**src/rtl/seg7_scan_driver.sv**
```systemverilog
// Four-digit multiplexed seven-segment driver.
// Captures a Gray-coded 16-bit value, converts it to binary and scans the
// four hex digits with an all-off dead time before each digit. The shown
// value is swapped only at the frame boundary so a digit never tears.
module seg7_scan_driver #(
    parameter int unsigned REFRESH = 100000,
    parameter int unsigned BLANK   = 1000
) (
    input  logic        clk,
    input  logic        reset,
    input  logic        enable,
    input  logic [15:0] gray_in,
    input  logic        load,
    input  logic [3:0]  dp_en,
    output logic [3:0]  an,
    output logic [6:0]  seg,
    output logic        dp,
    output logic        frame_done
);

    typedef enum logic {
        S_BLANK,
        S_DRIVE
    } state_t;

    localparam logic [27:0] BLANK_LAST   = 28'(BLANK - 1);
    localparam logic [27:0] REFRESH_LAST = 28'(REFRESH - 1);

    state_t      state, state_nx;
    logic [1:0]  digit, digit_nx;
    logic [27:0] cnt, cnt_nx;
    logic        boundary;

    logic [15:0] shadow;
    logic [15:0] disp;
    logic        pending;

    logic [3:0]  an_nx;
    logic [6:0]  seg_nx;
    logic        dp_nx;
    logic        frame_done_nx;

    function automatic logic [15:0] gray2bin(input logic [15:0] g);
        logic [15:0] b;
        b[15] = g[15];
        for (int unsigned k = 1; k < 16; k++) begin
            b[15-k] = b[16-k] ^ g[15-k];
        end
        return b;
    endfunction

    function automatic logic [6:0] hex7(input logic [3:0] v);
        case (v)
            4'h0: return 7'b1000000;
            4'h1: return 7'b1111001;
            4'h2: return 7'b0100100;
            4'h3: return 7'b0110000;
            4'h4: return 7'b0011001;
            4'h5: return 7'b0010010;
            4'h6: return 7'b0000010;
            4'h7: return 7'b1111000;
            4'h8: return 7'b0000000;
            4'h9: return 7'b0010000;
            4'hA: return 7'b0001000;
            4'hB: return 7'b0000011;
            4'hC: return 7'b1000110;
            4'hD: return 7'b0100001;
            4'hE: return 7'b0000110;
            default: return 7'b0001110;
        endcase
    endfunction

    // Scan FSM registers and the registered outputs, all on one edge.
    always_ff @(posedge clk or posedge reset) begin
        if (reset) begin
            state      <= S_BLANK;
            digit      <= '0;
            cnt        <= '0;
            an         <= '1;
            seg        <= '1;
            dp         <= 1'b1;
            frame_done <= 1'b0;
        end else begin
            state      <= state_nx;
            digit      <= digit_nx;
            cnt        <= cnt_nx;
            an         <= an_nx;
            seg        <= seg_nx;
            dp         <= dp_nx;
            frame_done <= frame_done_nx;
        end
    end

    // Next state plus next output values; outputs are decoded from the
    // next state so they line up with the state register.
    always_comb begin
        state_nx      = state;
        digit_nx      = digit;
        cnt_nx        = cnt + 28'd1;
        boundary      = 1'b0;
        an_nx         = '1;
        seg_nx        = '1;
        dp_nx         = 1'b1;
        frame_done_nx = 1'b0;

        if (!enable) begin
            state_nx = S_BLANK;
            digit_nx = '0;
            cnt_nx   = '0;
        end else begin
            case (state)
                S_BLANK: begin
                    if (cnt == BLANK_LAST) begin
                        state_nx = S_DRIVE;
                        cnt_nx   = '0;
                    end
                end
                S_DRIVE: begin
                    if (cnt == REFRESH_LAST) begin
                        state_nx = S_BLANK;
                        cnt_nx   = '0;
                        digit_nx = digit + 2'd1;
                        boundary = (digit == 2'd3);
                    end
                end
                default: begin
                    state_nx = S_BLANK;
                    cnt_nx   = '0;
                end
            endcase
        end

        frame_done_nx = boundary;
        if (state_nx == S_DRIVE) begin
            an_nx  = ~(4'b0001 << digit_nx);
            seg_nx = hex7(disp[{digit_nx, 2'b00} +: 4]);
            dp_nx  = ~dp_en[digit_nx];
        end
    end

    // Shadow capture and tear-free display update at the frame boundary.
    // A load on the boundary cycle keeps pending set: the display takes the
    // old shadow while the new value waits for the following boundary.
    always_ff @(posedge clk or posedge reset) begin
        if (reset) begin
            shadow  <= '0;
            disp    <= '0;
            pending <= 1'b0;
        end else begin
            if (boundary && pending) begin
                disp <= gray2bin(shadow);
            end
            if (load) begin
                shadow  <= gray_in;
                pending <= 1'b1;
            end else if (boundary) begin
                pending <= 1'b0;
            end
        end
    end

endmodule

```
**config.mk**
```make
export PLATFORM = sky130hd
export DESIGN_NAME = seg7_scan_driver
export DESIGN_NICKNAME = d
export VERILOG_FILES = /design/src/rtl/seg7_scan_driver.sv
export SDC_FILE = /design/constraint.sdc
export NUM_CORES = 1
export LEC_CHECK = 0
export CAP_MARGIN = 0
export CORE_MARGIN = 1
export CORE_UTILIZATION = 46
export DETAILED_ROUTE_END_ITERATION = 10
export DONT_BUFFER_PORTS = 1
export GPL_TIMING_DRIVEN = 0
export SYNTH_ARGS = -nofsm -noshare
export SYNTH_HDL_FRONTEND = slang
export SYNTH_SLANG_ARGS = --single-unit
```
**constraint.sdc**
```tcl
create_clock -name clk -period 4.1 [get_ports clk]
set_input_delay 0.82 -clock clk [delete_from_list [all_inputs] [get_ports clk]]
set_output_delay 0.82 -clock clk [all_outputs]
set_load 0.05 [all_outputs]
```
==> impl_metrics.csv, run 1 <==
group,metric,value,unit
route,drc,0,
yosys,synth_warnings,0,
sta,fin_tns_setup,0,ps
route,dr.pass1.iters,5,
cts,cts_max_path_buffers,2,
critical_path,worstSetupStartpointType,"flop",
sta,finalClockSkew,12.6,ps
floorplan,core-area,8260,um2
placement,io_buffers,0,
sta,setup_ws,543,ps
critical_path,crit_fanout,10,
sta,relSlewSlack,49.4,%
global_routing,grt_pass1_vias,2609,
cts,root_buffer,"clkbuf_8",
yosys,synthArstFlopShare,100,%
critical_path,slowest_stage,"dfrtp_1",
critical_path,cp-end-kind,"flop",
power,p_switching,0.000467,W
power,pwr-share-comb,17.2,%
cts,post_cts_buffers,0,
cts,cts-hold-fix-buffers,0,
yosys,synth_seq_cells,77,
cts,cts_resized,0,
floorplan,die_w,94.4,um
cts,clk_pin_slew,90,ps
finish,design_area,4300,um2
route,vias_per_cell,5.35,
route,wire_per_inst,15.0,um
cts,numCtsBuffers,9,
critical_path,crit_chain,"nor4bb_1 > nor3b_1 > nand4_1 > a21oi_1 > buf_2 > mux2i_1 > mux2i_1 > inv_1 > ha_1 > inv_1 > mux2i_1 > nor3b_1 > a31oi_1",
outcome,status,"completed",
sta,finalCritPeriodShare,86.8,%
critical_path,r2r_slack,540,ps
placement,place_area,4090,um2
yosys,avgSynthCellArea,10.9,um2
yosys,synth_area,3930,um2
route,ant_nets,0,
critical_path,reg2reg_from,"cnt[6]$_DFF_PP0_",
sta,period_minus_slack,3560,ps
yosys,yosys-top-cells-count,"dfrtp_1, nor2_1, nand2_1",
finish,drive_gt1_share,17.7,%
power,switching_share,27.9,%
yosys,synthesis.nets,393,
cts,worstSkewPairLatency,350,ps
placement,gp_congestion,0.812,
critical_path,reg2reg_to,"seg[3]$_DFF_PP1_",
placement,dp_hpwl,5.18,mm
yosys,synthTopCellsByArea,"dfrtp_1, dfstp_2, mux2_2",
finish,fill_cells,754,
critical_path,ff2ff_path_depth,13,
cts,cts_tree,"done",
hold_path,hp-class,"primary input to asynchronous set/reset pin",
critical_path,cpPeakStageDelay,450,ps
power,seq_power_share,47.4,%
critical_path,worstSetupPathType,"flop to flop",
floorplan,start_util,47.6,%
power,peakVddDrop,0.325,mV
cts,clock_sinks,77,
sta,hold-worst-slack,290,ps
route,drt_iter0_drc,107,
global_routing,grt_pass1_wl,12.7,mm
yosys,syn_inst,361,
critical_path,cp_common_cell,"mux2i_1",
yosys,ys_seq_area_share,49.4,%
finish,areaGrowthSynthToFinish,9.42,%
floorplan,die_h,94.4,um
global_routing,grt_max_degree,59,
route,vias,2583,
yosys,synth.most_common_cell,"dfrtp_1",
yosys,ys_types,53,
sta,setup_viol,0,
finish,seqCellArea,1940,um2
power,power.share.clock,35.4,%
route,wirelength,7.23,mm
cts,h-tree-depth,3,
power,p_int,0.00121,W
yosys,netlist.area_leader.share,41.4,%
finish,multi_input_area,1860,um2
critical_path,worstPathArrival,3820,ps
floorplan,dieArea,8920,um2
yosys,synthFlopType,"dfrtp_1",
yosys,synth_top_area_cell,"dfrtp_1",
global_routing,grt_usage,18.6,%
global_routing,antenna_found_initial,0,
job,maxCapViolations,0,
finish,antenna_cells,0,
power,power_density,389,nW/um2
power,leakagePower,1.74,nW
floorplan,rows,33,
floorplan,io_pins,37,
sta,hold_viol,0,
finish,num-nets-final,405,
critical_path,cp.required,4360,ps
sta,fmax,0.281,GHz
sta,drv_slew,0,
yosys,synth-edff-count,0,
sta,grt_setup_unrepaired,"no",
sta,worst_pin_slew,752,ps
global_routing,gr-total-overflow,0,
placement,post-place-ws,561,ps
## area by class of cell
type	instances	area share, %
sequential	77	45.1
multi-input combinational	255	43.3
clock buffer	10	3.20
tap	105	3.05
clock inverter	6	1.66
buffer	13	1.51
inverter	16	1.51
timing repair buffer	1	0.640
## metrics by stage
stage	utilization (%)	power, W	std cells
floorplan	-	0.00104	361
global placement	49.2	0.00109	466
global route	52.1	0.00176	483
CTS	52.1	0.00171	483
detailed placement	49.6	0.00110	467
finish	52.1	0.00167	483
## power by group through the flow
stage | clock [W] | sequential [W] | combinational [W]
floorplan | 0 | 0.000804 | 0.000238
global placement | 0 | 0.000808 | 0.000280
detailed placement | 0 | 0.000808 | 0.000293
CTS | 0.000621 | 0.000793 | 0.000293
global route | 0.000644 | 0.000796 | 0.000322
finish | 0.000594 | 0.000793 | 0.000288
## worst max-delay path: cells and delay by family (launching register included)
| family | cells | cell delay (ps) |
|---|---|---|
| adders and majority gates | 1 | 270 |
| buffers and inverters | 3 | 570 |
| DFF | 1 | 450 |
| muxes | 3 | 620 |
| AOI/OAI and AO/OA | 2 | 330 |
| and+or+nand+nor | 4 | 1240 |
## cell usage in the layout, fill, tap and decap left out, types with 3 or more instances in the layout
cell type / n
nand3_1: 14
o21ai_1: 7
mux2_2: 19
dfrtp_1: 65
nor3_1: 4
mux2i_1: 8
and3_1: 3
inv_1: 14
nor4_1: 8
nor2_1: 40
mux4_2: 3
xor2_1: 23
clkbuf_8: 10
clkbuf_1: 10
a21oi_1: 4
xnor2_1: 22
o21ai_0: 10
nor3b_1: 3
dfstp_2: 12
ha_1: 8
and4_1: 4
nand2_1: 33
nand4_1: 8
## registers in the layout, indices dropped and copies added, names as in the netlist
name,count
state,1
shadow,16
disp,16
pending,1
digit,2
an,4
dp,1
seg,7
frame_done,1
cnt,28
## routing by layer
metal	global-route usage [%]	routed length [um]	vias up	part of all wire [%]
met5	0	0	-	0
met4	9.10	117	0	1.6
met3	3.78	355	9	4.9
met2	27.5	3090	56	43
met1	25.9	3660	1249	51
li1	-	-	1269	-
## worst max path at each step
stage / to / slack (ps) / start
global placement: shadow[13]$_DFFE_PP0P_ / 470 / reset
floorplan: seg[5]$_DFF_PP1_ / 1170 / cnt[11]$_DFF_PP0_
detailed placement: seg[3]$_DFF_PP1_ / 560 / cnt[6]$_DFF_PP0_
global route: seg[3]$_DFF_PP1_ / 90 / cnt[6]$_DFF_PP0_
finish: seg[3]$_DFF_PP1_ / 540 / cnt[6]$_DFF_PP0_
CTS: seg[3]$_DFF_PP1_ / 540 / cnt[6]$_DFF_PP0_
## kinds of logic after synthesis
group	count (synthesis)	share of synthesized area, %
flops	77	49.4
xor+xnor	48	11.6
fa+ha+maj	8	2.55
mux	33	10.2
compound gates	36	6.02
simple gates	130	17.0
buf+inv	29	3.25
No activity file was read; power rests on OpenSTA's default activity.
==> inputs of run 2 (changes only) <==
--- a/config.mk
+++ b/config.mk
@@ -11,6 +11,7 @@
 export DETAILED_ROUTE_END_ITERATION = 10
 export DONT_BUFFER_PORTS = 1
 export GPL_TIMING_DRIVEN = 0
+export RECOVER_POWER = 25
 export SYNTH_ARGS = -nofsm -noshare
 export SYNTH_HDL_FRONTEND = slang
 export SYNTH_SLANG_ARGS = --single-unit
==> impl_metrics.csv, run 2 (same netlist as run 1, synthesis figures left out) <==
group,metric,value,unit
global_routing,grt_pass1_wl,12.7,mm
cts,worstSkewPairLatency,350,ps
sta,drv_slew,0,
route,drc,0,
cts,h-tree-depth,3,
placement,post-place-ws,561,ps
sta,grt_setup_unrepaired,"no",
floorplan,rows,33,
route,drt_iter0_drc,103,
route,wire_per_inst,15.0,um
critical_path,cp-end-kind,"flop",
finish,final_cell_mix,"dfrtp_1, nor2_1, nand2_1, xor2_1, xnor2_1",
power,p_total,0.00167,W
route,dr.pass1.iters,5,
placement,place_area,4090,um2
sta,setup_viol,0,
critical_path,worstPathArrival,3820,ps
cts,clk_pin_slew,90,ps
power,power_density,391,nW/um2
finish,areaGrowthSynthToFinish,8.82,%
cts,clock_sinks,77,
sta,finalClockSkew,12.6,ps
cts,cts_max_path_buffers,2,
sta,hold_viol,0,
cts,numCtsBuffers,9,
global_routing,grt_pass1_vias,2609,
sta,worst_pin_slew,1400,ps
global_routing,gr-total-overflow,0,
critical_path,cp.required,4360,ps
critical_path,crit_fanout,10,
floorplan,start_util,47.6,%
floorplan,core-area,8260,um2
placement,io_buffers,0,
route,ant_nets,0,
sta,finalCritPeriodShare,86.8,%
power,peakVddDrop,0.325,mV
finish,fill_cells,758,
sta,period_minus_slack,3560,ps
finish,antenna_cells,0,
finish,design_area,4280,um2
sta,fin_tns_setup,0,ps
cts,cts-hold-fix-buffers,0,
floorplan,dieArea,8920,um2
outcome,status,"completed",
critical_path,worstSetupStartpointType,"flop",
finish,drive_gt1_share,17.7,%
finish,reg_top3,"cnt (28), disp (16), shadow (16)",
finish,top_register,"cnt",
cts,cts_tree,"done",
critical_path,worstSetupPathType,"flop to flop",
finish,mostFrequentLayoutCell,"dfrtp_1",
global_routing,antenna_found_initial,0,
floorplan,die_w,94.4,um
route,vias_per_cell,5.35,
sta,fmax,0.281,GHz
route,vias,2585,
cts,post_cts_buffers,0,
global_routing,grt_usage,18.6,%
job,maxCapViolations,0,
hold_path,hp-class,"primary input to asynchronous set/reset pin",
finish,largest_register_ffs,28,
cts,root_buffer,"clkbuf_8",
route,wirelength,7.24,mm
power,leakagePower,1.73,nW
sta,setup_ws,543,ps
global_routing,grt_max_degree,59,
cts,cts_resized,0,
sta,relSlewSlack,6.51,%
finish,num-nets-final,405,
placement,gp_congestion,0.812,
placement,dp_hpwl,5.18,mm
floorplan,die_h,94.4,um
floorplan,io_pins,37,
==> run 2: path summary, 6_finish.rpt <==
kind	end	cells past startpoint	slack (ps)	start
min in group clk	disp[14]$_DFFE_PP0P_	2	490	disp[14]$_DFFE_PP0P_
worst max-delay path	seg[3]$_DFF_PP1_	13	540	cnt[6]$_DFF_PP0_
max in group asynchronous	disp[2]$_DFFE_PP0P_	2	1800	reset
worst min-delay path	cnt[18]$_DFF_PP0_	1	490	reset
worst max register to register	seg[3]$_DFF_PP1_	13	540	cnt[6]$_DFF_PP0_
worst min register to register	disp[14]$_DFFE_PP0P_	2	490	disp[14]$_DFFE_PP0P_
==> run 2: critical path: stages, from the launching register on <==
cell and delay [ps]:
dfrtp_1 450, nor4bb_1 440, nor3b_1 450, nand4_1 150
a21oi_1 260, buf_2 300, mux2i_1 120, mux2i_1 430
inv_1 170, ha_1 270, inv_1 100, mux2i_1 70
nor3b_1 200, a31oi_1 70
==> run 2: cell type report <==
class / count / area [um2] / area share [%]
Sequential cell: 77 / 1940 / 45.4
Multi-Input combinational cell: 255 / 1860 / 43.5
Clock buffer: 10 / 138 / 3.22
Tap cell: 105 / 131 / 3.07
Clock inverter: 6 / 71.3 / 1.67
Buffer: 13 / 65.1 / 1.52
Inverter: 16 / 63.8 / 1.49
Timing Repair Buffer: 1 / 5.00 / 0.117
==> run 2: power by group <==
group | switching [W] | internal [W]
clock network | 0.000292 | 0.000302
logic | 0.000159 | 0.000126
registers | 0.0000158 | 0.000778
total | 0.000466 | 0.00121
==> run 2: through the flow <==
step | utilization, % | std cells | hold WS (ps)
3_3_place_gp | 49.2 | 466 | 461
6_report | 51.8 | 483 | 486
5_1_grt | 51.8 | 483 | 528
3_5_place_dp | 49.6 | 467 | 474
4_1_cts | 52.1 | 483 | 282
2_1_floorplan | - | 361 | 445
==> run 2: per-layer routing <==
layer / up-vias / share of wire [%] / GRT usage [%]
li1: 1269 / - / -
met1: 1251 / 51 / 25.9
met2: 56 / 43 / 27.5
met3: 9 / 4.9 / 3.78
met4: 0 / 1.6 / 9.10
met5: - / 0 / 0
==> inputs of run 3 (changes only) <==
--- a/config.mk
+++ b/config.mk
@@ -5,7 +5,6 @@
 export SDC_FILE = /design/constraint.sdc
 export NUM_CORES = 1
 export LEC_CHECK = 0
-export CAP_MARGIN = 0
 export CORE_MARGIN = 1
 export CORE_UTILIZATION = 46
 export DETAILED_ROUTE_END_ITERATION = 10
==> constraint.sdc (replaced) <==
create_clock -name clk -period 4.4 [get_ports clk]
set_input_delay 0.88 -clock clk [delete_from_list [all_inputs] [get_ports clk]]
set_output_delay 0.88 -clock clk [all_outputs]
set_load 0.05 [all_outputs]
==> impl_metrics.csv, run 3 (same netlist as run 1, synthesis figures left out) <==
group,metric,value,unit
outcome,status,"completed",
cts,cts-hold-fix-buffers,0,
critical_path,r2r_slack,840,ps
critical_path,worstPathArrival,3820,ps
floorplan,core-area,8260,um2
sta,fin_tns_setup,0,ps
route,wirelength,7.23,mm
critical_path,reg2reg_from,"cnt[6]$_DFF_PP0_",
sta,fmax,0.281,GHz
route,dr.pass1.iters,5,
finish,final_cell_mix,"dfrtp_1, nor2_1, nand2_1, xor2_1, xnor2_1",
cts,numCtsBuffers,9,
finish,largest_register_ffs,28,
global_routing,grt_pass1_vias,2609,
finish,antenna_cells,0,
finish,top_register,"cnt",
power,leakagePower,1.74,nW
global_routing,grt_max_degree,59,
sta,worst_pin_slew,1010,ps
sta,drv_slew,0,
floorplan,die_w,94.4,um
power,p_total,0.00156,W
global_routing,antenna_found_initial,0,
finish,design_area,4300,um2
route,ant_nets,0,
floorplan,rows,33,
finish,fill_cells,755,
critical_path,ff2ff_path_depth,13,
sta,period_minus_slack,3560,ps
finish,areaGrowthSynthToFinish,9.39,%
route,drc,0,
finish,drive_gt1_share,17.7,%
cts,clk_pin_slew,90,ps
critical_path,reg2reg_to,"seg[3]$_DFF_PP1_",
cts,worstSkewPairLatency,350,ps
floorplan,io_pins,37,
placement,dp_hpwl,5.18,mm
critical_path,crit_fanout,10,
critical_path,cp.required,4660,ps
route,vias_per_cell,5.35,
placement,place_area,4090,um2
critical_path,worstSetupStartpointType,"flop",
cts,cts_max_path_buffers,2,
critical_path,setup.worst_path.start,"cnt[6]$_DFF_PP0_",
sta,hold_viol,0,
cts,post_cts_buffers,0,
finish,num-nets-final,405,
power,power_density,363,nW/um2
hold_path,hold_path_end,"disp[14]$_DFFE_PP0P_",
global_routing,grt_usage,18.6,%
finish,reg_top3,"cnt (28), disp (16), shadow (16)",
route,drt_iter0_drc,113,
hold_path,min_path_cells,2,
global_routing,gr-total-overflow,0,
sta,grt_setup_unrepaired,"no",
route,topRoutingLayerUsed,"met4",
floorplan,die_h,94.4,um
job,maxCapViolations,0,
placement,gp_congestion,0.812,
global_routing,grt_pass1_wl,12.7,mm
sta,setup_viol,0,
power,peakVddDrop,0.303,mV
floorplan,dieArea,8920,um2
sta,relSlewSlack,32.3,%
cts,clock_sinks,77,
cts,cts_resized,0,
route,wire_per_inst,15.0,um
critical_path,cp-end-kind,"flop",
cts,cts_tree,"done",
sta,finalClockSkew,12.6,ps
route,vias,2584,
hold_path,hold_start,"disp[14]$_DFFE_PP0P_",
critical_path,worstSetupPathType,"flop to flop",
placement,io_buffers,0,
floorplan,start_util,47.6,%
route,dr_wl_met3,353,um
finish,mostFrequentLayoutCell,"dfrtp_1",
route,drt-met1-wl,3.65,mm
hold_path,hp-class,"flop to flop",
route,met2_length,3.10,mm
cts,root_buffer,"clkbuf_8",
cts,h-tree-depth,3,
sta,finalCritPeriodShare,80.9,%
-- run 3: where the power goes --
group	internal [W]	switching, W
Sequential	0.000725	0.0000147
Combinational	0.000120	0.000148
Clock	0.000281	0.000271
Total	0.00113	0.000434
-- run 3: area by class of cell --
class                      instances  area [um2]  area share (%)
inverter                          16        63.8            1.48
buffer                            13        65.1            1.51
timing repair buffer               1        27.5           0.640
clock inverter                     6        71.3            1.66
clock buffer                      10         138            3.20
sequential                        77        1940            45.2
tap                              105         131            3.05
multi-input combinational        255        1860            43.3
-- run 3: per-layer routing --
| layer | vias up | global-route usage, % |
|---|---|---|
| li1 | 1269 | - |
| met1 | 1253 | 25.9 |
| met2 | 53 | 27.5 |
| met3 | 9 | 3.78 |
| met4 | 0 | 9.10 |
| met5 | - | 0 |
-- run 3: how the worst max path moves through the flow --
stage                        endpoint  depth (start not counted)  slack, ps
3_3_place_gp   shadow[13]$_DFFE_PP0P_                          1        710
6_report             seg[3]$_DFF_PP1_                         13        840
5_1_grt              seg[3]$_DFF_PP1_                         13        390
3_5_place_dp         seg[3]$_DFF_PP1_                         13        860
2_1_floorplan        seg[5]$_DFF_PP1_                         11       1470
4_1_cts              seg[3]$_DFF_PP1_                         13        840
-- run 3: critical path, stage by stage (launching register included) --
cell and delay, ps:
dfrtp_1 450, nor4bb_1 440, nor3b_1 450, nand4_1 150
a21oi_1 260, buf_2 300, mux2i_1 120, mux2i_1 430
inv_1 170, ha_1 270, inv_1 100, mux2i_1 70
nor3b_1 200, a31oi_1 70
-- run 3: through the flow --
step                worst slack, ps  cells  utilization (%)  hold WS [ps]
CTS                             842    483             52.1           342
global placement                706    466             49.2           461
detailed placement              861    467             49.6           474
global route                    395    483             52.1           529
finish                          842    483             52.1           492
floorplan                      1470    361                -           445
